### src/rtl/iserdes_pkg.sv
// iserdes_pkg: shared FSM state type and legal width bounds for iserdes_sdr.
package iserdes_pkg;
  typedef enum logic [1:0] {S_FILL, S_RUN, S_SLIP} state_t;
  localparam int DATA_WIDTH_MIN = 2;
  localparam int DATA_WIDTH_MAX = 8;
endpackage

### src/rtl/iserdes_sdr.sv
// iserdes_sdr: SDR input deserializer with BITSLIP word alignment.
// Optional XIL_OVERRIDE_EN adds Q_f/Q_v registers that can force Q from the testbench.
module iserdes_sdr
  import iserdes_pkg::*;
#(
  parameter int DATA_WIDTH = 4,
  parameter logic [DATA_WIDTH-1:0] INIT_Q = '0
) (
  input  logic                  CLK,
  input  logic                  RST_N,
  input  logic                  CE,
  input  logic                  D,
  input  logic                  BITSLIP,
  output logic [DATA_WIDTH-1:0] Q,
  output logic                  Q_VLD
);
  localparam int CW = $clog2(DATA_WIDTH);
  if (DATA_WIDTH < DATA_WIDTH_MIN || DATA_WIDTH > DATA_WIDTH_MAX) begin : g_bad_width
    $error("iserdes_sdr: DATA_WIDTH must be 2..8");
  end
  state_t                state, state_nx;
  logic [DATA_WIDTH-2:0] sh;
  logic [CW-1:0]         cnt;
  logic [DATA_WIDTH-1:0] q_r, word;
  logic                  slip, done;
  assign word = {sh, D};
  always_ff @(posedge CLK or negedge RST_N)
    if (!RST_N) state <= S_FILL;
    else state <= state_nx;
  // FILL and SLIP both leave on the next completed word; only RUN accepts a slip
  always_comb
    state_nx = (state == S_RUN) ? (slip ? S_SLIP : S_RUN) : (done ? S_RUN : state);
  always_comb begin
    slip = CE && BITSLIP && (state == S_RUN);
    done = CE && !slip && (cnt == CW'(DATA_WIDTH - 1));
  end
  always_ff @(posedge CLK or negedge RST_N)
    if (!RST_N) begin
      sh    <= '0;
      cnt   <= '0;
      q_r   <= INIT_Q;
      Q_VLD <= 1'b0;
    end else begin
      Q_VLD <= done;
      if (CE) begin
        sh  <= word[DATA_WIDTH-2:0];
        cnt <= done ? '0 : (slip ? cnt : cnt + CW'(1));
      end
      if (done) q_r <= word;
    end
`ifdef XIL_OVERRIDE_EN
  logic                  Q_f = 1'b0;
  logic [DATA_WIDTH-1:0] Q_v = '0;
  assign Q = Q_f ? Q_v : q_r;
`else
  assign Q = q_r;
`endif
endmodule
### config.mk
export PLATFORM = sky130hd
export DESIGN_NAME = iserdes_sdr
export DESIGN_NICKNAME = d
export VERILOG_FILES = /design/src/rtl/iserdes_pkg.sv /design/src/rtl/iserdes_sdr.sv
export SDC_FILE = /design/constraint.sdc
export NUM_CORES = 1
export LEC_CHECK = 0
export ABC_CLOCK_PERIOD_IN_PS = 1160
export CAP_MARGIN = 20
export CELL_PAD_IN_SITES_DETAIL_PLACEMENT = 0
export CELL_PAD_IN_SITES_GLOBAL_PLACEMENT = 2
export CORE_UTILIZATION = 29
export DETAILED_ROUTE_END_ITERATION = 16
export GPL_ROUTABILITY_DRIVEN = 1
export PLACE_DENSITY = 0.78
export SLEW_MARGIN = 20
export SYNTH_ARGS = -nofsm -noshare
export SYNTH_HDL_FRONTEND = slang
export SYNTH_SLANG_ARGS = --single-unit
export TNS_END_PERCENT = 5
### constraint.sdc
create_clock -name CLK -period 1.16 [get_ports CLK]
set_input_delay 0.29 -clock CLK [delete_from_list [all_inputs] [get_ports CLK]]
set_output_delay 0.29 -clock CLK [all_outputs]
set_load 0.01 [all_outputs]
==> flow_summary.yaml <==
yosys:
  avg_cell_area_syn_um2: 15.82
  synth_cell_type_count: 12
  ys.warnings.count: 0
  post_synth_instance_area_um2: 490.5
  ys_seq_area_share_pct: 61.22
  syn-num-nets: 37
  synthesized_flop_and_latch_total: 12
  syn-instance-count: 31
cells_and_area:
  post_route_cells_drive_above_1_share_pct: 60.78
  area_delta_synth_final_pct: 36.22
  fillerInstances: 150
  final_net_count: 58
  n_antenna_cell: 0
  sequential_cell_area_um2: 300.3
  multi_input_comb_area_um2: 187.7
critical_path:
  crit_path_start_kind: "flip-flop"
  crit_arrival_ns: 1.41
  required_time_of_the_critical_path_ns: 1.31
  end_kind: "flip-flop"
  critical_path_peak_fanout: 5
  critPathKind: "flip-flop to flip-flop"
clock_network:
  cts_inserted_buffers: 3
  clock_pin_transition_on_the_worst_setup_and_hold_timing_paths_ns: 0.07
  cts_tree: "built"
  cts-root-to-sink-buffers: 2
  cts.root.buffer_cell: "sky130_fd_sc_hd__clkbuf_4"
  htreeDepth: 1
  clock_sink_count: 12
  post_cts_hold_buffer_count: 0
  clk-insertion-delay-late_ns: 0.26
timing:
  clock-skew-final_ns: 0.004072
  final_slew_viol_count: 0
  post-route-period-util_pct: 108.9
  final-hold-violation-count: 0
  timing_worst_slew_pin_value_ns: 0.1537
  final.setup.worst_slack_ns: -0.1036
  timing.fmax_mhz: 791.4
  finalSetupViolCount: 6
  period_needed_ns: 1.264
  hold-worst-slack_ns: 0.3204
  timing.max_slew.rel_slack_pct: 89.73
  finalSetupTns_ns: -0.5680
  rsz0062_at_grt: "yes"
global_route:
  grt_pass1_vias: 356
  gr-usage-all-layers_pct: 11.80
  grt_start_max_net_pins: 13
  grt_first_pass_wirelength_um: 1545
  global_route.overflow_total: 0
  antenna_found_initial: 0
drt:
  detail_route.vias_per_cell: 4.701
  ant_nets: 0
  detail_route.first_pass.iterations: 3
  detail_routed_net_length_per_standard_cell_um: 13.99
  total_routed_wirelength_um: 937
  drt_drc_violations_left: 0
  vias: 315
  drt_iter0_drc: 3
flow_run:
  drv_cap: 0
worst_hold_path:
  timing.hold.worst.class: "input port to asynchronous set/reset pin"
die:
  io_pins: 10
  placement_rows: 14
  initial_cell_density_of_the_core_pct: 31.82
  floorplan.die.width_um: 43.13
  die_y_um: 43.13
  die-area_mm2: 0.001860
  core_area_mm2: 0.001541
power_and_ir_drop:
  vdd.ir_drop.worst_v: 0.0009144
  power-per-cell-area_mw_per_mm2: 2515
  cellLeakagePower_nw: 0.3194
  power.total_w: 0.001681
placement:
  dpl.hpwl_um: 730.8
  place.port_buffers: 9
  routabilityCongestion: 0.7515
status:
  run_status: "finished, violations left"
  violations: "negative setup slack"
-- power breakdown --
part           internal (W)  leakage (nW)  switching (W)  total [W]
Clock              0.000190        0.0210       0.000128   0.000318
Combinational      0.000419         0.155       0.000272   0.000691
Sequential         0.000587         0.144      0.0000843   0.000671
-- state kept, by name (all words and copies together) (netlist names) --
name and flops:
Q 4, sh 3, cnt 2, state 2
Q_VLD 1
-- cell families after synthesis --
group | share of synthesized area, %
compound gates | 3.827
fa+ha+maj | 2.551
buf+inv | 1.531
flops | 61.22
mux | 22.20
simple gates | 8.671
-- what timing repair did --
| action | CTS | global route |
|---|---|---|
| hold endpoints to repair | 0 | 0 |
| endpoints found under the setup margin | 11 | 8 |
| setup buffers | 1 | 1 |
| cloned | 0 | 0 |
| resized for setup | 21 | 1 |
| pin swaps | 1 | 2 |
-- Yosys cell counts (all sizes together) --
library cell | n | area, µm²
mux2 | 9 | 108.9
dfrtp | 12 | 300.3
a21oi | 2 | 10.01
nand2 | 1 | 3.750
nand2b | 1 | 13.76
a22o | 1 | 8.760
ha | 1 | 12.51
buf | 1 | 7.510
nor2 | 2 | 15.01
and3b | 1 | 10.01
-- final cells by class --
type	instances	share of cell area, %
tap	16	2.996
multi-input combinational	18	28.09
timing repair buffer	17	18.54
sequential	12	44.94
clock buffer	4	5.431
-- stage by stage --
step,util (%),instances,instance area [µm²],setup slack [ns]
2_1_floorplan,-,31,490.5,-0.04995
3_5_place_dp,41.40,61,638.1,-0.4355
5_1_grt,43.34,67,668.1,-0.1388
4_1_cts,43.18,66,665.6,-0.1208
6_report,43.34,67,668.1,-0.1036
3_3_place_gp,41.40,61,638.1,-0.3921
-- critical path: stages (launching register included) --
cell and delay, ns:
sky130_fd_sc_hd__dfrtp_1 0.38, sky130_fd_sc_hd__and3b_2 0.24, sky130_fd_sc_hd__nor2_4 0.18, sky130_fd_sc_hd__mux2_2 0.36
-- cells in the final DEF, fill, tap and decap left out --
master / n
sky130_fd_sc_hd__a21oi_1: 2
sky130_fd_sc_hd__a22o_1: 1
sky130_fd_sc_hd__and3b_2: 1
sky130_fd_sc_hd__buf_2: 4
sky130_fd_sc_hd__buf_4: 8
sky130_fd_sc_hd__clkbuf_2: 1
sky130_fd_sc_hd__clkbuf_4: 3
sky130_fd_sc_hd__clkbuf_8: 1
sky130_fd_sc_hd__clkdlybuf4s50_1: 3
sky130_fd_sc_hd__dfrtp_1: 12
sky130_fd_sc_hd__dlygate4sd2_1: 1
sky130_fd_sc_hd__ha_2: 1
sky130_fd_sc_hd__mux2_2: 7
sky130_fd_sc_hd__mux2_4: 2
sky130_fd_sc_hd__nand2_2: 1
sky130_fd_sc_hd__nand2b_4: 1
sky130_fd_sc_hd__nor2_1: 1
sky130_fd_sc_hd__nor2_4: 1
-- worst paths after layout --
check	startpoint	cells after the start	slack [ns]	to
setup / recovery	state[0]	3	-0.10	Q[1]
max in group asynchronous	RST_N	2	0.69	cnt[1]
min in group CLK	Q[0]	1	0.51	Q[0]
setup reg to reg	state[0]	3	-0.10	Q[1]
hold reg to reg	Q[0]	1	0.51	Q[0]
hold / removal	RST_N	2	0.32	sh[0]
-- metal layers --
| layer | up-vias | track usage, % | part of all wire, % |
|---|---|---|---|
| met5 | - | 0 | 0 |
| met4 | 0 | 7.273 | 1.5 |
| met3 | 2 | 2.979 | 5.4 |
| met2 | 9 | 19.70 | 54 |
| met1 | 157 | 13.21 | 39 |
| li1 | 147 | - | - |
(Power assumes the default switching activity.)
